$ cat src/rtl/mem_arb_pkg.sv
// Shared types and widths for the unified memory port arbiter.
//   arb_state_t : arbiter FSM state
//   pick_t      : result of winner selection
//   mem_req_t   : one memory-port access (address, write, store data, funct3)
package mem_arb_pkg;

  localparam int unsigned ArbAddrW = 32;
  localparam int unsigned ArbDataW = 32;
  localparam int unsigned Funct3W  = 3;

  typedef enum logic [2:0] {
    StIdle    = 3'd0,
    StCoreGnt = 3'd1,
    StCoreAck = 3'd2,
    StDmaGnt  = 3'd3,
    StDmaAck  = 3'd4
  } arb_state_t;

  typedef enum logic [1:0] {
    PickNone = 2'd0,
    PickCore = 2'd1,
    PickDma  = 2'd2
  } pick_t;

  typedef struct packed {
    logic [ArbAddrW-1:0] adr;
    logic                we;
    logic [ArbDataW-1:0] wdata;
    logic [Funct3W-1:0]  funct3;
  } mem_req_t;

endpackage

$ cat src/rtl/mem_arb_pick.sv
// Combinational winner selection for the memory port arbiter.
//   core_req, dma_req : live requests
//   last_dma          : 1 if the previous grant went to DMA
//   dma_lock          : DMA burst hint
//   burst_cnt         : DMA grants in the current locked burst
//   pick              : winner (none / core / DMA)
module mem_arb_pick
  import mem_arb_pkg::*;
#(
  parameter int unsigned LOCK_MAX = 16,
  localparam int unsigned CntW    = $clog2(LOCK_MAX + 1)
) (
  input  logic            core_req,
  input  logic            dma_req,
  input  logic            last_dma,
  input  logic            dma_lock,
  input  logic [CntW-1:0] burst_cnt,
  output pick_t           pick
);

  localparam logic [CntW-1:0] LockMaxC = CntW'(LOCK_MAX);

  logic lock_win;

  always_comb begin
    lock_win = dma_lock && (burst_cnt < LockMaxC);
    pick     = PickNone;
    if (core_req && dma_req) begin
      // Lock overrides round-robin until the burst budget is spent.
      pick = (lock_win || !last_dma) ? PickDma : PickCore;
    end else if (core_req) begin
      pick = PickCore;
    end else if (dma_req) begin
      pick = PickDma;
    end
  end

endmodule

$ cat src/rtl/mem_port_arbiter.sv
// Two-requester arbiter/sequencer for the single unified memory port.
// Each access takes a GNT cycle (memory port driven from the winner's live inputs,
// writes commit at its end) followed by an ACK cycle (ack pulse + read data).
//   clk, reset          : clock, async active-low reset
//   core_* / dma_*      : requester ports (req, adr, we, wdata, funct3 in; rdata, ack out)
//   dma_lock            : DMA burst hint, sampled at arbitration
//   core_stall          : core_req & ~core_ack, used by the core as state-hold enable
//   mem_*               : shared synchronous-read memory port
//   grant_dma           : DMA owns the port (DMA_GNT or DMA_ACK)
module mem_port_arbiter
  import mem_arb_pkg::*;
#(
  parameter int unsigned ADDR_W   = ArbAddrW,
  parameter int unsigned DATA_W   = ArbDataW,
  parameter int unsigned LOCK_MAX = 16
) (
  input  logic              clk,
  input  logic              reset,
  input  logic              core_req,
  input  logic [ADDR_W-1:0] core_adr,
  input  logic              core_we,
  input  logic [DATA_W-1:0] core_wdata,
  input  logic [2:0]        core_funct3,
  output logic [DATA_W-1:0] core_rdata,
  output logic              core_ack,
  output logic              core_stall,
  input  logic              dma_req,
  input  logic [ADDR_W-1:0] dma_adr,
  input  logic              dma_we,
  input  logic [DATA_W-1:0] dma_wdata,
  input  logic [2:0]        dma_funct3,
  input  logic              dma_lock,
  output logic [DATA_W-1:0] dma_rdata,
  output logic              dma_ack,
  output logic [ADDR_W-1:0] mem_adr,
  output logic              mem_we,
  output logic [DATA_W-1:0] mem_wdata,
  output logic [2:0]        mem_funct3,
  input  logic [DATA_W-1:0] mem_rdata,
  output logic              grant_dma
);

  localparam int unsigned     CntW     = $clog2(LOCK_MAX + 1);
  localparam logic [CntW-1:0] LockMaxC = CntW'(LOCK_MAX);

  arb_state_t      state_q, state_d;
  logic            last_dma_q, last_dma_d;
  logic [CntW-1:0] burst_cnt_q, burst_cnt_d;
  pick_t           pick;
  mem_req_t        core_side, dma_side, mem_side;

  mem_arb_pick #(
    .LOCK_MAX (LOCK_MAX)
  ) u_pick (
    .core_req  (core_req),
    .dma_req   (dma_req),
    .last_dma  (last_dma_q),
    .dma_lock  (dma_lock),
    .burst_cnt (burst_cnt_q),
    .pick      (pick)
  );

  // Next-state: arbitration in IDLE and both ACK states, GNT always advances to ACK.
  always_comb begin
    state_d     = state_q;
    last_dma_d  = last_dma_q;
    burst_cnt_d = burst_cnt_q;
    case (state_q)
      StCoreGnt: state_d = StCoreAck;
      StDmaGnt:  state_d = StDmaAck;
      default: begin
        case (pick)
          PickCore: state_d = StCoreGnt;
          PickDma:  state_d = StDmaGnt;
          default:  state_d = StIdle;
        endcase
        if (pick == PickCore) begin
          last_dma_d  = 1'b0;
          burst_cnt_d = '0;
        end else begin
          if (pick == PickDma) begin
            last_dma_d = 1'b1;
          end
          // An unlocked arbitration ends any burst, so an unlocked DMA grant is not
          // counted against the next locked burst.
          if (!dma_lock) begin
            burst_cnt_d = '0;
          end else if ((pick == PickDma) && (burst_cnt_q != LockMaxC)) begin
            burst_cnt_d = burst_cnt_q + CntW'(1);
          end
        end
      end
    endcase
  end

  always_ff @(posedge clk or negedge reset) begin
    if (!reset) begin
      state_q     <= StIdle;
      last_dma_q  <= 1'b1;
      burst_cnt_q <= '0;
    end else begin
      state_q     <= state_d;
      last_dma_q  <= last_dma_d;
      burst_cnt_q <= burst_cnt_d;
    end
  end

  // Port mux; all outputs decode from registered state so reset clears them at once.
  always_comb begin
    core_side.adr    = ArbAddrW'(core_adr);
    core_side.we     = core_we;
    core_side.wdata  = ArbDataW'(core_wdata);
    core_side.funct3 = core_funct3;
    dma_side.adr     = ArbAddrW'(dma_adr);
    dma_side.we      = dma_we;
    dma_side.wdata   = ArbDataW'(dma_wdata);
    dma_side.funct3  = dma_funct3;
    mem_side         = '0;
    if (state_q == StCoreGnt) begin
      mem_side = core_side;
    end else if (state_q == StDmaGnt) begin
      mem_side = dma_side;
    end
  end

  assign mem_adr    = ADDR_W'(mem_side.adr);
  assign mem_we     = mem_side.we;
  assign mem_wdata  = DATA_W'(mem_side.wdata);
  assign mem_funct3 = mem_side.funct3;

  assign core_ack   = (state_q == StCoreAck);
  assign dma_ack    = (state_q == StDmaAck);
  assign core_rdata = core_ack ? mem_rdata : '0;
  assign dma_rdata  = dma_ack ? mem_rdata : '0;
  assign core_stall = core_req & ~core_ack;
  assign grant_dma  = (state_q == StDmaGnt) || (state_q == StDmaAck);

endmodule

$ cat config.mk
export PLATFORM = sky130hd
export DESIGN_NAME = mem_port_arbiter
export DESIGN_NICKNAME = d
export VERILOG_FILES = /design/src/rtl/mem_arb_pkg.sv /design/src/rtl/mem_arb_pick.sv /design/src/rtl/mem_port_arbiter.sv
export SDC_FILE = /design/constraint.sdc
export NUM_CORES = 1
export LEC_CHECK = 0
export CORE_AREA = 2 2 119 121
export DETAILED_ROUTE_END_ITERATION = 12
export DIE_AREA = 0 0 121 123
export GPL_ROUTABILITY_DRIVEN = 0
export PLACE_DENSITY = 0.54
export SYNTH_ARGS = -nofsm -noshare
export SYNTH_HDL_FRONTEND = slang
export SYNTH_SLANG_ARGS = --single-unit
$ cat constraint.sdc
create_clock -name clk -period 3.1 [get_ports clk]
set_input_delay 0.62 -clock clk [delete_from_list [all_inputs] [get_ports clk]]
set_output_delay 0.62 -clock clk [all_outputs]
set_load 0.1 [all_outputs]
=== Word-level counts from Yosys, hierarchy flattened ===
Index checks and enable logic that the tools add are counted.

* Output and inout bits: 136
* Bits in registers: 9

* Reductions and logical operators: 10
* Multiplexer cells: 15
* Bitwise logic cells: 3
* $add $sub $neg: 1
* Equal/unequal tests: 8
* $lt $le $gt $ge: 1

{| class="wikitable"
|+ Operators with widths
! kind !! number
|-
| $mux W68 || 2
|-
| $mux W32 || 2
|-
| $mux W5 || 3
|-
| $mux W2 || 4
|-
| $eq A3 B2 Y1 const B || 2
|-
| $pmux W3 S2 || 1
|-
| $add A5 B1 Y5 const B || 1
|-
| $lt A5 B5 Y1 const B || 1
|-
| $ne A5 B5 Y1 const B || 1
|-
| $pmux W2 S2 || 1
|-
| $reduce_and A2 Y1 || 2
|-
| $eq A3 B1 Y1 const B || 1
|-
| $eq A3 B3 Y1 const B || 1
|-
| $logic_and A1 B1 Y1 || 3
|-
| $ne A3 B1 Y1 const B || 1
|-
| $eq A2 B1 Y1 const B || 1
|-
| $eq A2 B2 Y1 const B || 1
|-
| $logic_or A1 B1 Y1 || 2
|-
| $mux W1 || 2
|-
| $not A1 Y1 || 2
|-
| $reduce_bool A2 Y1 || 1
|-
| $reduce_or A2 Y1 || 1
|-
| $and A1 B1 Y1 || 1
|-
| $logic_not A1 Y1 || 1
|}

=== Depth between registers and ports, before layout ===
Gate-level depths: netlist of run 1.

* Word-level depth: 10
* Gate-level depth with buffers: 6
* Mapped depth without buffers: 6

=== By module ===
From an unflattened synthesis of run 1, not the netlist that was laid out.

* Cells, all modules: 280
* Area, all modules: 2005.7 um2

{| class="wikitable"
|+ By module, submodules not included
! module !! instances !! area an instance (um2) !! cells each !! sequential area each (um2)
|-
| mem_port_arbiter || 1 || 1970.6 || 275 || 226.5
|-
| mem_arb_pick || 1 || 35.0 || 5 || 0.0
|}

=== Worst setup path after synthesis of run 1 ===
OpenSTA, ideal clock, no wires.

* Path kind: register -> output
* From: register state_q[1]
* To: output core_stall
* Path slack: 0.172 ns
* Required time: 2.480 ns
* Data arrival time: 2.308 ns
* Cell stages (with the launch flop): 5
* Buffers on the path: 2
* Cell sequence: dfrtp_1 -> buf_2 -> nor3b_2 -> buf_2 -> nor2_1

* Word-level cells in the longest chain between the ends: 3

{| class="wikitable"
|+ Ends and longest elaborated chain
! element !! RTL line !! RTL
|-
| from (decl) || mem_port_arbiter.sv:46 || <nowiki>arb_state_t state_q, state_d;</nowiki>
|-
| from (signal assigned) || mem_port_arbiter.sv:98 || <nowiki>state_q <= StIdle;</nowiki>
|-
| from (signal assigned) || mem_port_arbiter.sv:102 || <nowiki>state_q <= state_d;</nowiki>
|-
| $eq A3 B2 Y1 || mem_port_arbiter.sv:131 || <nowiki>assign core_ack = (state_q == StCoreAck);</nowiki>
|-
| named net core_ack || mem_port_arbiter.sv:25 || <nowiki>output logic core_ack,</nowiki>
|-
| $not A1 Y1 || mem_port_arbiter.sv:135 || <nowiki>assign core_stall = core_req & ~core_ack;</nowiki>
|-
| $and A1 B1 Y1 || mem_port_arbiter.sv:135 ||
|-
| to (decl) || mem_port_arbiter.sv:26 || <nowiki>output logic core_stall,</nowiki>
|}

The timed path passes the listed nets, and every way through them passes these cells.

=== Worst setup path after layout of run 1 ===
* From: register state_q[2]
* To: output mem_adr[10]

* Word-level cells in the longest chain between the ends: 3

{| class="wikitable"
|+ Ends and longest elaborated chain
! element !! RTL line !! RTL
|-
| $eq A3 B2 Y1 || mem_port_arbiter.sv:121 || <nowiki>end else if (state_q == StDmaGnt) begin</nowiki>
|-
| $mux W68 || mem_port_arbiter.sv:121 ||
|-
| $mux W68 * || mem_port_arbiter.sv:119 || <nowiki>if (state_q == StCoreGnt) begin</nowiki>
|-
| to (decl) || mem_port_arbiter.sv:35 || <nowiki>output logic [ADDR_W-1:0] mem_adr,</nowiki>
|}

Every way passes the cells marked *; elsewhere a longest branch is shown, timed or not.

==> results of run 1 <==
==> synthesized netlist by cell type (all sizes together), types with 3 or more instances <==
cell type and instances:
o21ai 5, nand3 3, mux2i 68, buf 21
nand2 3, dfrtp 8, and2 66, a21oi 3
inv 3, nor3b 3, nor2 72
==> metal layers <==
metal	global-route usage	routed length, um	up-vias
li1	-	-	1509
met2	0.249	5860	145
met5	0	0	-
met1	0.145	3890	1301
met4	0.0240	120	0
met3	0.0268	829	9
==> cell families after synthesis <==
family / count (synthesis)
buffers and inverters: 25
and+or+nand+nor: 157
DFF: 9
AOI/OAI and AO/OA: 14
adders and majority gates: 2
muxes: 69
==> layout make-up <==
cell class | count | share of cell area
sequential | 9 | 0.0393
multi-input combinational | 242 | 0.277
inverter | 3 | 0.00192
timing repair buffer | 315 | 0.630
clock buffer | 4 | 0.0134
tap | 180 | 0.0384
==> worst min-delay path by stage <==
stage	from	depth (start not counted)	endpoint	slack, ns
global placement	burst_cnt_q[3]$_DFFE_PN0P_	1	burst_cnt_q[3]$_DFFE_PN0P_	0.53
finish	burst_cnt_q[3]$_DFFE_PN0P_	1	burst_cnt_q[3]$_DFFE_PN0P_	0.55
CTS	burst_cnt_q[3]$_DFFE_PN0P_	1	burst_cnt_q[3]$_DFFE_PN0P_	0.55
floorplan	reset	0	burst_cnt_q[0]$_DFFE_PN0P_	0.32
detailed placement	burst_cnt_q[3]$_DFFE_PN0P_	1	burst_cnt_q[3]$_DFFE_PN0P_	0.53
global route	burst_cnt_q[1]$_DFFE_PN0P_	1	burst_cnt_q[1]$_DFFE_PN0P_	0.58
==> state kept, by name, summed over array words and instances, names as in the netlist <==
register	count
burst_cnt_q	5
state_q	3
last_dma_q	1
==> worst max-delay path: stages (launching register included) <==
cell and delay, ns:
sky130_fd_sc_hd__dfrtp_1 0.40, sky130_fd_sc_hd__nand2b_2 0.44, sky130_fd_sc_hd__buf_4 0.32, sky130_fd_sc_hd__nor2_1 0.14, sky130_fd_sc_hd__buf_4 0.31
==> per-stage QoR <==
| step | setup slack, ns | instances |
|---|---|---|
| 3_3_place_gp | 0.835 | 749 |
| 6_report | 0.622 | 753 |
| 4_1_cts | 0.592 | 753 |
| 5_1_grt | 0.493 | 753 |
| 3_5_place_dp | 0.829 | 749 |
| 2_1_floorplan | 0.172 | 276 |
==> cell usage in the layout, fill, tap and decap left out, types with 2 or more instances in the layout <==
master and count:
sky130_fd_sc_hd__clkdlybuf4s50_1 172, sky130_fd_sc_hd__nor2_1 72, sky130_fd_sc_hd__buf_12 72, sky130_fd_sc_hd__buf_4 71
sky130_fd_sc_hd__mux2i_1 68, sky130_fd_sc_hd__and2_1 66, sky130_fd_sc_hd__dfrtp_1 7, sky130_fd_sc_hd__inv_1 3
sky130_fd_sc_hd__nor3b_2 3, sky130_fd_sc_hd__nand3_1 3, sky130_fd_sc_hd__o21ai_0 3, sky130_fd_sc_hd__nand2_1 3
sky130_fd_sc_hd__a21oi_1 3, sky130_fd_sc_hd__clkbuf_16 3, sky130_fd_sc_hd__a22o_1 2, sky130_fd_sc_hd__nand4_1 2
sky130_fd_sc_hd__a21o_1 2, sky130_fd_sc_hd__nor3_1 2, sky130_fd_sc_hd__ha_1 2
==> reports/metrics.yaml, run 1 <==
overflow: 0
cts_max_path_buffers: 2
post_synth_edffs: 0
worst_ep_arrival_time_ns: 1.86
drv_slew: 0
area_taken_by_flip_flops_and_latches_sq_um: 230
achievable-frequency_ghz: 0.404
drt.antenna.violating_nets: 0
setup_tns_ns: 0
via_count: 2964
nFillCells: 1320
synth_xor_xnor_area_share: 0
clock-sinks: 9
fin_crit_ns: 2.48
synth-adder-area-share: 0.0127
run_status: "completed"
die_w_um: 121
fin_hold_ws_ns: 0.548
synth-warning-count: 0
post_cts.repair.setup_buffers: 0
cp-end-kind: "primary output"
timing_hold_violations_final: 0
finalCritPeriodShare: 0.799
post-route-drc-count: 0
first_pass_grt_wire_length_um: 15200
maximum_number_of_pins_on_one_net_before_global_route_repair: 39
grt_pass1_vias: 2876
synth_compound_gate_area_share: 0.0465
ys_top_cells_by_area: "sky130_fd_sc_hd__mux2i_1 (35%), sky130_fd_sc_hd__and2_1 (21%), sky130_fd_sc_hd__nor2_1 (14%)"
worst_clock_skew_ns: 0.00133
numCtsBuffers: 3
avgViaCountPerCell: 3.94
die_y_extent_um: 123
dr.first_iter.drc_count: 99
critical_path.max_fanout: 22
drv.max_cap_violation_count: 0
timing.critical_path.to: "mem_adr[10]"
finalInstanceArea_sq_mm: 0.00586
crit_path_start: "state_q[2]$_DFF_PN0_"
grt_antenna_before_repair: 0
synth_top_flop_cell: "sky130_fd_sc_hd__dfrtp_1"
simple_gate_share_of_the_synthesized_area: 0.412
clk_transition_reported_paths_ns: 0.04
cts.hold.buffers_added: 0
count_of_nets_after_finishing: 749
synth_nets: 451
drt_pre_antenna_iters: 4
synth_async_sr_flop_share: 1.00
r2r_slack_ns: 1.50
post_synth_mux_area_share: 0.352
multi_input_comb_area_sq_mm: 0.00162
synth_cells: 276
cts_root_buf: "sky130_fd_sc_hd__clkbuf_16"
post_route_cells_drive_above_1_share: 0.271
syn_to_final_growth_pct: 198
avgSynthCellArea_sq_um: 7.12
startpoint_of_the_worst_register_to_register_path: "state_q[2]$_DFF_PN0_"
crit_path_start_kind: "flip-flop"
port_buffers: 308
drt-total-wl_um: 10700
fp-row-count: 43
synth_largest_area_cell: "sky130_fd_sc_hd__mux2i_1"
detailed_place.area_sq_mm: 0.00578
post_cts.resized_instances: 0
start_util: 0.144
tritoncts: "built"
category_of_the_most_critical_setup_path: "reg -> out"
setup_viol: 0
grt.total_usage: 0.129
routedWlPerCell_um: 14.2
crit_required_ns: 2.48
synth.yosys.seq_area_share: 0.115
unrepaired_setup_endpoints_after_global_routing: "no"
worst_r2r_path_depth: 4
hpwlAfterDp_um: 9160
actual_transition_at_the_worst_max_transition_pin_ns: 0.522
netlist_area_sq_mm: 0.00197
synth_top_area_share: 0.346
num_io_pins: 309
num_antenna_cells: 0
worstHoldPathType: "reg -> reg"
area_of_the_die_sq_mm: 0.0149
core-area_sq_mm: 0.0136
postSynthRegisterBits: 9
ctsHtreeMaxLevel: 1
synth.lib_cells_used.distinct: 28
regToRegEndpoint: "burst_cnt_q[0]$_DFFE_PN0P_"
synth_top_family_by_area: "simple AND/OR/NAND/NOR gates"
clock_latency_ns: 0.23
slew_headroom: 0.652
finish.utilization: 0.431
Power of run 1 is left out: the tool's default activity adds up to more than one toggle a clock period on the data nets, which glitch-free logic cannot reach.
==> run 2: changes to the inputs <==
--- a/config.mk
+++ b/config.mk
@@ -9,7 +9,7 @@
 export DETAILED_ROUTE_END_ITERATION = 12
 export DIE_AREA = 0 0 121 123
 export GPL_ROUTABILITY_DRIVEN = 0
-export PLACE_DENSITY = 0.54
+export PLACE_DENSITY = 0.56
 export SYNTH_ARGS = -nofsm -noshare
 export SYNTH_HDL_FRONTEND = slang
 export SYNTH_SLANG_ARGS = --single-unit
==> constraint.sdc (replaced) <==
create_clock -name clk -period 2.2 [get_ports clk]
set_input_delay 0.44 -clock clk [delete_from_list [all_inputs] [get_ports clk]]
set_output_delay 0.44 -clock clk [all_outputs]
set_load 0.1 [all_outputs]
==> run 2 against run 1 <==
Critical path type unchanged. First-iteration DRC count down 36%. Sequential share of layout area down 0.54 points. Clock skew grew 0.0059 ns. Wire length grew 10%. Critical endpoint is now mem_adr[23]. Register-to-register slack got worse by 0.76 ns.
==> reports/metrics.yaml, run 2 (synthesis results as in run 1) <==
setup_tns_ns: 0  # unchanged
crit_required_ns: 1.76  # was 2.48 ns
dr.first_iter.drc_count: 63  # was 99
num_io_pins: 309  # unchanged
worstHoldPathType: "in -> async"  # was reg -> reg
drv.max_cap_violation_count: 0  # unchanged
critical_path.max_fanout: 37  # was 22
grt_antenna_before_repair: 0  # unchanged
grt_pass1_vias: 3114  # was 2876
core-area_sq_mm: 0.0136  # unchanged
hpwlAfterDp_um: 10400  # was 9160 um
grt.total_usage: 0.146  # was 0.129
crit_path_start_kind: "flip-flop"  # unchanged
cts.hold.buffers_added: 0  # unchanged
fin_crit_ns: 2.13
finish.utilization: 0.499  # was 0.431
via_count: 3040  # was 2964
worst_clock_skew_ns: 0.00722  # was 0.00133 ns
overflow: 0  # unchanged
routedWlPerCell_um: 15.7  # was 14.2 um
post_route_cells_drive_above_1_share: 0.315  # was 0.271
clk_transition_reported_paths_ns: 0.04  # about the same
category_of_the_most_critical_setup_path: "reg -> out"  # unchanged
finalCritPeriodShare: 0.967
drt.antenna.violating_nets: 0  # unchanged
cts_max_path_buffers: 2  # unchanged
unrepaired_setup_endpoints_after_global_routing: "no"  # unchanged
post_cts.repair.setup_buffers: 0  # unchanged
post_cts.resized_instances: 0  # unchanged
maximum_number_of_pins_on_one_net_before_global_route_repair: 38  # was 39
start_util: 0.144  # unchanged
largest_register_ff_count: 5  # unchanged
drt-total-wl_um: 11800  # was 10700 um
fin_hold_ws_ns: 0.504  # was 0.548 ns
avgViaCountPerCell: 4.04  # was 3.94
drt_pre_antenna_iters: 3  # was 4
clock-sinks: 9  # unchanged
setup_viol: 0  # unchanged
timing_hold_violations_final: 0  # unchanged
die_w_um: 121  # unchanged
first_pass_grt_wire_length_um: 17100  # was 15200 um
clock_latency_ns: 0.24  # was 0.23 ns
layout.cells.most_common_list: "sky130_fd_sc_hd__clkdlybuf4s50_1 (172), sky130_fd_sc_hd__buf_12 (142), sky130_fd_sc_hd__mux2i_1 (68)"  # was sky130_fd_sc_hd__clkdlybuf4s50_1 (172), sky130_fd_sc_hd__nor2_1 (72), sky130_fd_sc_hd__buf_12 (72)
port_buffers: 308  # unchanged
area_of_the_die_sq_mm: 0.0149  # unchanged
most_common_library_cell_in_the_layout_ignoring_fill_and_taps: "sky130_fd_sc_hd__clkdlybuf4s50_1"  # unchanged
cp-end-kind: "primary output"  # unchanged
count_of_nets_after_finishing: 748  # was 749
tritoncts: "built"  # unchanged
largest_register: "burst_cnt_q"  # unchanged
ctsHtreeMaxLevel: 1  # unchanged
syn_to_final_growth_pct: 246  # was 198%
die_y_extent_um: 123  # unchanged
biggestRegsByFlops: "burst_cnt_q: 5 flops, state_q: 3 flops, last_dma_q: 1 flops"  # unchanged
numPlacedInstances: 748  # was 749
fp-row-count: 43  # unchanged
drv_slew: 0  # unchanged
worst_ep_arrival_time_ns: 1.69  # was 1.86 ns
slew_headroom: 0.713  # was 0.652
numCtsBuffers: 3  # unchanged
actual_transition_at_the_worst_max_transition_pin_ns: 0.430  # was 0.522 ns
achievable-frequency_ghz: 0.470
num_antenna_cells: 0  # unchanged
cts_root_buf: "sky130_fd_sc_hd__clkbuf_16"  # unchanged
final-instance-count-excl-fill: 752  # was 753
post-route-drc-count: 0  # unchanged
run_status: "completed"  # unchanged
-- run 2: layer usage --
metal,routed length [um],global-route usage,part of all wire,vias to the layer above
met3,1080,0.0392,0.092,13
met1,3930,0.150,0.33,1375
met2,6570,0.291,0.56,150
li1,-,-,-,1502
met5,0,0,0,-
met4,216,0.0392,0.018,0
-- run 2: metrics by stage --
step           area, sq um  setup slack (ns)
3_5_place_dp          6710             0.253
6_report              6790            0.0734
3_3_place_gp          6710             0.295
2_1_floorplan         2030            -0.395
4_1_cts               6790            0.0436
5_1_grt               6790           0.00403
-- run 2: cell type report --
cell class,count,area [sq um]
clock buffer,4,78.8
fill,1258,6820
inverter,3,11.3
multi-input combinational,242,1680
sequential,9,230
tap,180,225
timing repair buffer,314,4560
-- run 2: final timing paths --
path | endpoint | slack (ns) | start | cells after the start
worst max-delay path | mem_adr[23] | 0.07 | state_q[2]$_DFF_PN0_ | 4
worst min-delay path | burst_cnt_q[4]$_DFFE_PN0P_ | 0.50 | reset | 1
worst max register to register | burst_cnt_q[0]$_DFFE_PN0P_ | 0.74 | burst_cnt_q[0]$_DFFE_PN0P_ | 6
worst min register to register | burst_cnt_q[3]$_DFFE_PN0P_ | 0.57 | burst_cnt_q[3]$_DFFE_PN0P_ | 1
max in group asynchronous | state_q[1]$_DFF_PN0_ | 1.35 | reset | 1
min in group clk | burst_cnt_q[3]$_DFFE_PN0P_ | 0.57 | burst_cnt_q[3]$_DFFE_PN0P_ | 1
-- run 2: critical path, stage by stage (launching register included) --
cell	delay, ns
sky130_fd_sc_hd__dfrtp_1	0.41
sky130_fd_sc_hd__nand2b_2	0.31
sky130_fd_sc_hd__buf_12	0.23
sky130_fd_sc_hd__nor2_1	0.28
sky130_fd_sc_hd__buf_12	0.22
Power of run 2 is left out for the same reason.
==> variant: new RTL, config.mk and constraints of run 1 <==
`LOCK_MAX` is set to 16 in 2 places; all go to 8.
--- a/src/rtl/mem_arb_pick.sv
+++ b/src/rtl/mem_arb_pick.sv
@@ -8,5 +8,5 @@
   import mem_arb_pkg::*;
 #(
-  parameter int unsigned LOCK_MAX = 16,
+  parameter int unsigned LOCK_MAX = 8,
   localparam int unsigned CntW    = $clog2(LOCK_MAX + 1)
 ) (
--- a/src/rtl/mem_port_arbiter.sv
+++ b/src/rtl/mem_port_arbiter.sv
@@ -13,5 +13,5 @@
   parameter int unsigned ADDR_W   = ArbAddrW,
   parameter int unsigned DATA_W   = ArbDataW,
-  parameter int unsigned LOCK_MAX = 16
+  parameter int unsigned LOCK_MAX = 8
 ) (
   input  logic              clk,
Check against the original RTL: same outputs for any inputs over 10 cycles, from zero or initial values and one cycle with reset low; that may be too few to reach the edited logic, so the function may still have changed.
==> variant against run 1 <==
Die area did not move. Register-to-register slack improved by 0.19 ns. Synthesized area is 4.1% lower. Global-route usage is 0.65 points higher. Final area up 1.5%. Count of clock-buffer cells in the layout is the same. Worst setup slack better by 0.023 ns. Maximum frequency increased by 0.92%. Via count rose by 0.13%. Routed wire length up 4.4%. Sequential cell count decreased by 1. Critical path type unchanged. Largest cell class unchanged.
Power is left out: the tool's default activity adds up to more than one toggle a clock period on the data nets, which glitch-free logic cannot reach.
==> variant: results (changes against run 1) <==
| Metric | Value |
|---|---|
| Met1 global-route usage | 15.7% (+1.1 points) |
| Global-route usage over all layers | 13.5% (+0.65 points) |
| Max-slew headroom | 70.5% (+5.4 points) |
| Synth Area in Compound Gates | 4.18% (-0.47 points) |
| Largest stage delay, worst path | 0.39 ns (-0.05 ns) |
| Worst path top cell family by delay | buffers and inverters |
| Largest regs | burst_cnt_q (4), state_q (3), last_dma_q (1) |
| Hpwl dp | 9400 um (+2.6%) |
| Top-count cell post-synth | nor2_1 |
| Post-synthesis adder-cell area fraction | 1.33% (+0.054 points) |
| CP Max Fanout | 30 (+36%) |
| Yosys cell types | 27 (-3.6%) |
| DRT iter0 DRCs | 77 (-22%) |
| WL/cell | 15.0 um (+5.6%) |
| Mux share of post-synthesis cell area | 36.1% (+0.90 points) |
| Clock Skew | 0.00696 ns (+0.00563 ns) |
| Syn_nets | 443 (-1.8%) |
| Ys async rst share | 100% (unchanged) |
| Seq/Total Area, Yosys | 10.7% (-0.84 points) |
| GR Util met2 | 24.6% (-0.28 points) |
| Ant. Diodes | 0 (unchanged) |
| Met3 usage | 4.57% (+1.9 points) |
| Top post-synthesis cells by area | mux2i_1 36%, and2_1 22%, nor2_1 15% |
| Max Root-Sink Buffers | 2 (unchanged) |
| Status | completed |
| Max H-tree Level | 1 (unchanged) |
| Pin count of the biggest net entering global routing | 44 (+13%) |
| Initial antenna violation count | 0 (unchanged) |
| Share of post-route cells with drive strength above 1 | 28.0% (+0.96 points) |
| DR vias/cell | 3.99 (+1.3%) |
| First-pass GRT wire length | 15,900 um (+4.5%) |
| Layout Nets | 740 (-1.2%) |
| DRT Pass-1 Iters | 4 (unchanged) |
| Number of global-route vias before repair | 2,941 (+2.3%) |
| Critical path's slowest cell | dfrtp_1 |
| Commonest cells post-synth | 73 x nor2_1, 68 x mux2i_1, 65 x and2_1 |
| Worst path arrival time | 1.84 ns (-0.02 ns) |
==> variant: cell types whose count changed after synthesis, sizes merged, moves of 3 or more <==
cell and delta:
buf -7, clkbuf +7, a21oi -3, o21ai -3, a31o +3
==> variant: final timing paths <==
kind	startpoint	slack, ns	cells after the start	endpoint
min in group asynchronous	reset	0.67	1	burst_cnt_q[0]
worst max register to register	state_q[2]	1.69	4	burst_cnt_q[0]
worst min register to register	burst_cnt_q[2]	0.55	1	burst_cnt_q[2]
worst min-delay path	burst_cnt_q[2]	0.55	1	burst_cnt_q[2]
max in group asynchronous	reset	2.12	1	last_dma_q
worst max-delay path	state_q[2]	0.64	4	mem_wdata[11]
==> variant: layout make-up <==
| class | instances | share of cell area, % |
|---|---|---|
| clock buffers | 4 | 1.32 |
| inverters | 4 | 0.252 |
| multi-input cells | 234 | 26.5 |
| flip-flops and latches | 8 | 3.45 |
| well taps | 180 | 3.78 |
| repair buffers | 314 | 64.7 |
==> variant: worst register-to-register path, delay by kind of cell (launching register included) <==
kind,cells,cell delay (ns)
AOI/OAI and AO/OA,1,0.22
and+or+nand+nor,3,0.69
DFF,1,0.39
==> variant: stage by stage <==
stage	cell area (um^2)	worst slack [ns]	util [%]	std cells
after floorplan	1890	0.210	-	268
after global placement	5870	0.828	43.2	740
after detailed placement	5870	0.844	43.2	740
after CTS	5950	0.629	43.7	744
after global routing	5950	0.526	43.7	744
final	5950	0.645	43.7	744
==> variant: metal layers <==
metal | vias up | wire (um)
li1 | 1476 | -
met1 | 1324 | 4200
met2 | 164 | 5660
met3 | 4 | 1250
met4 | 0 | 57
met5 | - | 0
